### config.mk
export PLATFORM = sky130hd
export DESIGN_NAME = pip_hazard_ctrl
export DESIGN_NICKNAME = d
export VERILOG_FILES = /design/src/rtl/pip_pkg.sv /design/src/rtl/pip_fwd_unit.sv /design/src/rtl/pip_hazard_ctrl.sv
export SDC_FILE = /design/constraint.sdc
export NUM_CORES = 1
export LEC_CHECK = 0
export CORE_MARGIN = 2
export CORE_UTILIZATION = 29
export CTS_CLUSTER_DIAMETER = 30
export DETAILED_ROUTE_END_ITERATION = 10
export GPL_ROUTABILITY_DRIVEN = 0
export MAX_ROUTING_LAYER = met4
export PLACE_DENSITY = 0.84
export SYNTH_ARGS = -nofsm -noshare
export SYNTH_HDL_FRONTEND = slang
export SYNTH_SLANG_ARGS = --single-unit
### constraint.sdc
create_clock -name clk -period 2.3 [get_ports clk]
set_input_delay 0.345 -clock clk [delete_from_list [all_inputs] [get_ports clk]]
set_output_delay 0.345 -clock clk [all_outputs]
set_load 0.01 [all_outputs]
### src/rtl/pip_pkg.sv
// Shared types and constants for the pipeline hazard controller.
package pip_pkg;

    localparam int unsigned REG_AW = 5;
    localparam int unsigned FWD_W  = 2;

    // EX operand source selects
    localparam logic [FWD_W-1:0] FWD_REG = 2'b00;
    localparam logic [FWD_W-1:0] FWD_MEM = 2'b01;
    localparam logic [FWD_W-1:0] FWD_WB  = 2'b10;

    typedef enum logic {
        ST_RUN      = 1'b0,
        ST_MEM_WAIT = 1'b1
    } pip_state_e;

    // Forwarding select for one EX source operand; MEM beats WB, x0 never forwarded
    function automatic logic [FWD_W-1:0] fwd_select(
        input logic              rs_read,
        input logic [REG_AW-1:0] rs_ad,
        input logic              mem_rd_en,
        input logic [REG_AW-1:0] mem_rd_ad,
        input logic              wb_rd_en,
        input logic [REG_AW-1:0] wb_rd_ad
    );
        logic [FWD_W-1:0] sel;
        sel = FWD_REG;
        if (rs_read && mem_rd_en && (mem_rd_ad != '0) && (mem_rd_ad == rs_ad)) begin
            sel = FWD_MEM;
        end else if (rs_read && wb_rd_en && (wb_rd_ad != '0) && (wb_rd_ad == rs_ad)) begin
            sel = FWD_WB;
        end
        return sel;
    endfunction

endpackage

### src/rtl/pip_fwd_unit.sv
// EX-stage operand forwarding compare for both source operands (pure combinational).
module pip_fwd_unit
    import pip_pkg::*;
(
    input  logic              ex_rs1_read,
    input  logic [REG_AW-1:0] ex_rs1_ad,
    input  logic              ex_rs2_read,
    input  logic [REG_AW-1:0] ex_rs2_ad,
    input  logic              mem_rd_en,
    input  logic [REG_AW-1:0] mem_rd_ad,
    input  logic              wb_rd_en,
    input  logic [REG_AW-1:0] wb_rd_ad,
    output logic [FWD_W-1:0]  fwd_a_c,
    output logic [FWD_W-1:0]  fwd_b_c
);

    // Same compare applied to rs1 and rs2
    always_comb begin
        fwd_a_c = fwd_select(ex_rs1_read, ex_rs1_ad, mem_rd_en, mem_rd_ad, wb_rd_en, wb_rd_ad);
        fwd_b_c = fwd_select(ex_rs2_read, ex_rs2_ad, mem_rd_en, mem_rd_ad, wb_rd_en, wb_rd_ad);
    end

endmodule

### src/rtl/pip_hazard_ctrl.sv
// Pipeline hazard and sequencing controller: PC / pipeline-register enables and
// flushes for load-use, taken-branch and data-memory wait, plus EX forwarding.
// Optional performance counters (stall_cnt, flush_cnt) with HAZ_PERF_CNT_EN.
module pip_hazard_ctrl
    import pip_pkg::*;
#(
    parameter int unsigned XLEN = 32
) (
    input  logic              clk,
    input  logic              rst,
    input  logic [REG_AW-1:0] id_rs1_ad,
    input  logic [REG_AW-1:0] id_rs2_ad,
    input  logic              id_rs1_read,
    input  logic              id_rs2_read,
    input  logic [REG_AW-1:0] ex_rs1_ad,
    input  logic [REG_AW-1:0] ex_rs2_ad,
    input  logic              ex_rs1_read,
    input  logic              ex_rs2_read,
    input  logic [REG_AW-1:0] ex_rd_ad,
    input  logic              ex_rdEn,
    input  logic              ex_DMread,
    input  logic [REG_AW-1:0] mem_rd_ad,
    input  logic              mem_rdEn,
    input  logic [REG_AW-1:0] wb_rd_ad,
    input  logic              wb_rdEn,
    input  logic              branch_taken,
    input  logic              dm_req,
    input  logic              dm_ack,
    output logic              pc_en,
    output logic              if_id_en,
    output logic              id_ex_en,
    output logic              ex_mem_en,
    output logic              mem_wb_en,
    output logic              if_id_flush,
    output logic              id_ex_flush,
    output logic [FWD_W-1:0]  fwd_a,
    output logic [FWD_W-1:0]  fwd_b
`ifdef HAZ_PERF_CNT_EN
    ,
    output logic [XLEN-1:0]   stall_cnt,
    output logic [XLEN-1:0]   flush_cnt
`endif
);

    // Counter width must be meaningful even when the counters are compiled out
    if (XLEN == 0) begin : g_xlen_chk
        $error("pip_hazard_ctrl: XLEN must be nonzero");
    end

    pip_state_e       state_q;
    pip_state_e       state_d;
    logic             mem_frozen_c;
    logic             load_use_c;
    logic [FWD_W-1:0] fwd_a_c;
    logic [FWD_W-1:0] fwd_b_c;

    // Hazard conditions from inputs and the registered memory-wait state
    always_comb begin
        mem_frozen_c = ((state_q == ST_MEM_WAIT) && !dm_ack)
                     || ((state_q == ST_RUN) && dm_req && !dm_ack);
        load_use_c   = ex_DMread && ex_rdEn && (ex_rd_ad != '0)
                     && ((id_rs1_read && (id_rs1_ad == ex_rd_ad))
                      || (id_rs2_read && (id_rs2_ad == ex_rd_ad)));
    end

    // Memory-wait FSM next state
    always_comb begin
        state_d = state_q;
        case (state_q)
            ST_RUN:      if (dm_req && !dm_ack) state_d = ST_MEM_WAIT;
            ST_MEM_WAIT: if (dm_ack)            state_d = ST_RUN;
            default:                            state_d = ST_RUN;
        endcase
    end

    // Memory-wait FSM state register; reset abandons any outstanding access
    always_ff @(posedge clk) begin
        if (rst) begin
            state_q <= ST_RUN;
        end else begin
            state_q <= state_d;
        end
    end

    // Enables and flushes: reset, then memory freeze, branch, load-use in priority order
    always_comb begin
        pc_en       = 1'b1;
        if_id_en    = 1'b1;
        id_ex_en    = 1'b1;
        ex_mem_en   = 1'b1;
        mem_wb_en   = 1'b1;
        if_id_flush = 1'b0;
        id_ex_flush = 1'b0;
        if (rst) begin
            pc_en       = 1'b0;
            if_id_en    = 1'b0;
            id_ex_en    = 1'b0;
            ex_mem_en   = 1'b0;
            mem_wb_en   = 1'b0;
            if_id_flush = 1'b1;
            id_ex_flush = 1'b1;
        end else if (mem_frozen_c) begin
            pc_en       = 1'b0;
            if_id_en    = 1'b0;
            id_ex_en    = 1'b0;
            ex_mem_en   = 1'b0;
            mem_wb_en   = 1'b0;
        end else if (branch_taken) begin
            if_id_flush = 1'b1;
            id_ex_flush = 1'b1;
        end else if (load_use_c) begin
            pc_en       = 1'b0;
            if_id_en    = 1'b0;
            id_ex_flush = 1'b1;
        end
    end

    pip_fwd_unit u_fwd (
        .ex_rs1_read (ex_rs1_read),
        .ex_rs1_ad   (ex_rs1_ad),
        .ex_rs2_read (ex_rs2_read),
        .ex_rs2_ad   (ex_rs2_ad),
        .mem_rd_en   (mem_rdEn),
        .mem_rd_ad   (mem_rd_ad),
        .wb_rd_en    (wb_rdEn),
        .wb_rd_ad    (wb_rd_ad),
        .fwd_a_c     (fwd_a_c),
        .fwd_b_c     (fwd_b_c)
    );

    // Forwarding selects forced to the register file while in reset
    always_comb begin
        fwd_a = fwd_a_c;
        fwd_b = fwd_b_c;
        if (rst) begin
            fwd_a = FWD_REG;
            fwd_b = FWD_REG;
        end
    end

`ifdef HAZ_PERF_CNT_EN
    logic [XLEN-1:0] stall_cnt_q;
    logic [XLEN-1:0] stall_cnt_d;
    logic [XLEN-1:0] flush_cnt_q;
    logic [XLEN-1:0] flush_cnt_d;

    // Count PC-stall cycles and branch flushes that actually take effect
    always_comb begin
        stall_cnt_d = stall_cnt_q;
        flush_cnt_d = flush_cnt_q;
        if (!pc_en) begin
            stall_cnt_d = stall_cnt_q + XLEN'(1);
        end
        if (branch_taken && !mem_frozen_c) begin
            flush_cnt_d = flush_cnt_q + XLEN'(1);
        end
    end

    // Counter registers, cleared by reset and wrapping naturally
    always_ff @(posedge clk) begin
        if (rst) begin
            stall_cnt_q <= '0;
            flush_cnt_q <= '0;
        end else begin
            stall_cnt_q <= stall_cnt_d;
            flush_cnt_q <= flush_cnt_d;
        end
    end

    assign stall_cnt = stall_cnt_q;
    assign flush_cnt = flush_cnt_q;
`endif

endmodule

# Word-level counts from Yosys, hierarchy flattened
# Index checks and enable logic that the tools add are counted.
dict set report classes {
  bitwise_logic 1
  reduce_logical 27
  n_mux 22
  n_eq_ne 6
}
# op count
set op_table {}
lappend op_table {{$eq 5x5->1} 6}
lappend op_table {{$logic_and 1x1->1} 21}
lappend op_table {{$mux 1} 15}
lappend op_table {{$reduce_bool 5->1} 3}
lappend op_table {{$mux 2} 6}
lappend op_table {{$logic_or 1x1->1} 2}
lappend op_table {{$pmux 1 s2} 1}
lappend op_table {{$logic_not 1->1} 1}
lappend op_table {{$not 1->1} 1}
dict set report word_totals {
  input_bits 48
  out_inout_bits 11
  elab_cells 57
  regBits 1
}

# Longest topological paths before layout
dict set report depth {
  word_depth 8
  depth_mapped 5
  mapped_depth_nobuf 4
}

# Cells and area by module
# A second synthesis with hierarchy kept.
dict set report unflattened {
  cells_unflattened 70
  area_unflattened_um2 550.5
}
# module instances area_each_um2 seq_area_each_um2 cells_each
set modules_own_cells {}
lappend modules_own_cells {pip_fwd_unit 1 297.8 0.0 36}
lappend modules_own_cells {pip_hazard_ctrl 1 252.7 20.0 34}

# Worst setup path after synthesis
# OpenSTA, ideal clock, no wires.
dict set report synth_timing {
  kind {input to output}
  start {input port ex_rd_ad[3]}
  end {output port pc_en}
  path_buffers 1
  required_time_ps 1955
  setup_slack_ps 447
  path_stages 5
  arrival_time_ps 1508
  path_cell_list {xor2_1 -> nor4_1 -> a32oi_1 -> o41a_1 -> buf_4}
}
dict set report synth_between {
  elab_chain_len 8
  elab_cells_between_ends 12
  cone_classes {2 x eq/ne; 4 x mux; 6 x reduce/logical}
}
# element line_no
set synth_lines {}
lappend synth_lines {{from (decl)} pip_hazard_ctrl.sv:19} ;# input logic [REG_AW-1:0] ex_rd_ad,
lappend synth_lines {{$eq 5x5->1, on equally long branches} {pip_hazard_ctrl.sv:62, pip_hazard_ctrl.sv:63}}
lappend synth_lines {{$logic_and 1x1->1, on equally long branches} {pip_hazard_ctrl.sv:62, pip_hazard_ctrl.sv:63}}
lappend synth_lines {{$logic_or 1x1->1} pip_hazard_ctrl.sv:63} ;# || (id_rs2_read && (id_rs2_ad == ex_rd_ad)));
lappend synth_lines {{$logic_and 1x1->1 *} pip_hazard_ctrl.sv:62} ;# && ((id_rs1_read && (id_rs1_ad == ex_rd_ad))
lappend synth_lines {{$mux 1 * (4 in series)} --}
lappend synth_lines {{to (decl)} pip_hazard_ctrl.sv:29} ;# output logic pc_en,
# Every way passes the cells marked *; elsewhere a longest branch is shown, timed or not.

# Worst setup path after layout
dict set report layout_timing {
  start {input port wb_rd_ad[0]}
  end {output port fwd_b[1]}
}
dict set report layout_between {
  elab_chain_len 6
  elab_cells_between_ends 7
  cone_classes {1 x eq/ne; 3 x mux; 3 x reduce/logical}
}
# element line_no
set layout_lines {}
lappend layout_lines {{from (decl)} pip_hazard_ctrl.sv:24} ;# input logic [REG_AW-1:0] wb_rd_ad,
lappend layout_lines {{$reduce_bool 5->1} pip_pkg.sv:30} ;# end else if (rs_read && wb_rd_en && (wb_rd_ad != '0) && (wb_rd_ad == rs_ad)) begin
lappend layout_lines {{$logic_and 1x1->1} pip_pkg.sv:30}
lappend layout_lines {{$logic_and 1x1->1 *} pip_pkg.sv:30}
lappend layout_lines {{$mux 2 *} pip_pkg.sv:30}
lappend layout_lines {{$mux 2 *} pip_pkg.sv:28} ;# if (rs_read && mem_rd_en && (mem_rd_ad != '0) && (mem_rd_ad == rs_ad)) begin
lappend layout_lines {{$mux 2 *} pip_hazard_ctrl.sv:135} ;# if (rst) begin
lappend layout_lines {{to (decl)} pip_hazard_ctrl.sv:37} ;# output logic [FWD_W-1:0] fwd_b
# Marked as above.

==> flow_summary.toml <==
[yosys]
synth_seq_cells = 1
syn_avg_cell_area_sq_um = 7.51
synth.area.top_cells = "xor2_1 (27%), xnor2_1 (24%), nor4_1 (7.2%)"
synth_nets = 117
syn_area_sq_um = 518
yosysTopAreaCell = "xor2_1"
ys_types = 20
synth_seq_area_share_pct = 3.86
yosysTopAreaCellShare_pct = 27.1
syn_inst = 69
yosys_warnings = 0

[critical_path]
arrival_ns = 1.85
critPathMaxStageDelay_ns = 0.53
crit_type = "primary input to primary output"
r2r_cells = 2
r2r_start = "state_q$_SDFF_PP0_"
cp-start-kind = "primary input"
slowest_stage = "or4_1"
path_max_fanout = 3
r2r_slack_ns = 1.60
endpoint_kind = "primary output"
worstReg2RegEnd = "state_q$_SDFF_PP0_"
crit_required_ns = 1.96
crit_chain = "clkdlybuf4s50_1 -> or4_1 -> o21ai_0 -> nor3_1 -> buf_2"

[routing]
drc = 0
dr_total_vias = 781
wl_per_cell_um = 12.5
drt-initial-drc-count = 3
drt-total-wl_um = 2070
antenna_left = 0
vias_per_cell = 4.70
dr.pass1.iters = 4

[min_path]
hold_path_class = "flop to flop"
min_path_cells = 2
hp-start = "state_q$_SDFF_PP0_"
holdPathEnd = "state_q$_SDFF_PP0_"

[power]
p_comb_share_pct = 91.9
peakVddDrop_uv = 118
switchingPower_uw = 76.2
p_leak_uw = 0.000494
p_int_uw = 154
power_density_nw_per_um2 = 188
power.share.sequential_pct = 8.1
switching_share_pct = 33.0
pwr-share-clk_pct = 0

[outcome]
status = "finished, final reports clean"

[final_layout]
largest-register = "state_q"
final_cell_mix = "clkdlybuf4s50_1 (46), buf_4 (17), xor2_1 (16)"
drive_above_1_share_pct = 18.4
num_antenna_cells = 0
final_common_cell = "clkdlybuf4s50_1"
largest_register_ffs = 1
synthToLayoutAreaGrowth_pct = 136
layout.nets = 191
final_util_pct = 71.7
largestRegisters = "state_q x1"

[timing]
max_slew_margin_pct = 79.8
layout_setup_ws_ns = 0.101
period_minus_slack_ns = 2.20
worstMarginPinSlew_ns = 0.300
clock.fmax_ghz = 0.455
finalHoldViolations = 0
finalSetupViolCount = 0
timing.final.crit_share_pct = 95.6
timing.final.max_slew_violations = 0
fin_skew_ns = 0
rsz0062_at_grt = "no"

[floorplanning]
ios = 59
die_w_um = 46.3
core_area_sq_um = 1710
dieHeight_um = 46.3
std_cell_rows = 15
fp.dieArea_sq_um = 2140
initial_core_util_pct = 30.3

[global_route]
grt_pass1_wl_um = 3150
gr-total-overflow = 0
first_global_vias = 784
grt_usage_pct = 20.2
grt_max_degree = 6
antenna_found_initial = 0

[clock_network]
worstSkewPairLatency_ns = 0
clkTransAtPathRegs_ns = 0
hold_buffers = 0
cts_setup_buffers = 0

[placement]
detailedPlace.worstSlack_ns = -0.449
dp_hpwl_um = 1910
place.port_buffers = 58

[run]
cap_viol_max_count = 0
==> how the worst max path moves through the flow <==
| stage | startpoint | end | slack, ns | depth (start not counted) |
|---|---|---|---|---|
| detailed placement | ex_rd_ad[3] | pc_en | -0.45 | 6 |
| floorplan | ex_rd_ad[3] | pc_en | 0.45 | 5 |
| global route | mem_rd_ad[4] | fwd_a[1] | 0.008 | 6 |
| finish | wb_rd_ad[0] | fwd_b[1] | 0.10 | 5 |
| CTS | ex_rd_ad[3] | id_ex_flush | 0.02 | 6 |
| global placement | ex_rd_ad[3] | if_id_en | -0.40 | 6 |
==> layer usage <==
layer	GRT usage [%]	wire [um]
met1	18.9	635
met2	40.8	1110
met3	4.31	288
met4	4.00	32
met5	-	0
==> cells in the mapped netlist <==
master	number
xor2_1	16
xnor2_1	14
nor2_1	6
nor4_1	6
nor3_1	5
buf_4	3
nand2_1	3
nand3_1	2
nand4_1	2
or4_1	2
a32oi_1	1
and2_0	1
dfxtp_1	1
nor2b_1	1
o21ai_0	1
o21ai_4	1
o21bai_1	1
o41a_1	1
or3_1	1
or4_4	1
==> area by class of cell <==
cell class / instances / area (sq um)
multi-input cells: 65 / 488
flip-flops and latches: 1 / 20.0
well taps: 25 / 31.3
repair buffers: 75 / 686
fillers: 130 / 483
==> worst max-delay path: cells and delay by family <==
kind	cells	cell delay [ns]
AND/OR/NAND/NOR	2	0.62
AO/OA/AOI/OAI	1	0.27
buffers and inverters	2	0.63
==> power groups by stage <==
stage               Sequential [uW]  Combinational [uW]  Clock (uW)
global route                   18.8                 228           0
CTS                            18.8                 211           0
detailed placement             18.8                 216           0
finish                         18.7                 212           0
global placement               18.7                 212           0
floorplan                      18.7                69.1           0
==> cells by family after synthesis <==
logic type | after synthesis | share of synthesized area [%]
AOI/OAI and AO/OA | 5 | 9.42
buffers and inverters | 3 | 4.35
and+or+nand+nor | 30 | 31.6
xor gates and xnor gates | 30 | 50.7
DFF | 1 | 3.86
==> per-stage QoR <==
step / hold slack, ns / instance area, sq um / cells / TNS [ns] / total power (uW)
floorplan: 0.441 / 518 / 69 / 0 / 87.8
global placement: 0.559 / 1230 / 166 / -1.88 / 230
detailed placement: 0.566 / 1230 / 166 / -2.09 / 235
CTS: 0.570 / 1210 / 166 / 0 / 230
global route: 0.597 / 1220 / 166 / 0 / 247
finish: 0.561 / 1220 / 166 / 0 / 231
==> what timing repair did <==
action | in CTS | in global routing
endpoints found under the hold margin | 0 | 0
gates resized for setup | 22 | 5
pin swaps | 3 | 4
endpoints found under the setup margin | 7 | 5
Note: power is estimated with default switching activity, not from simulation.
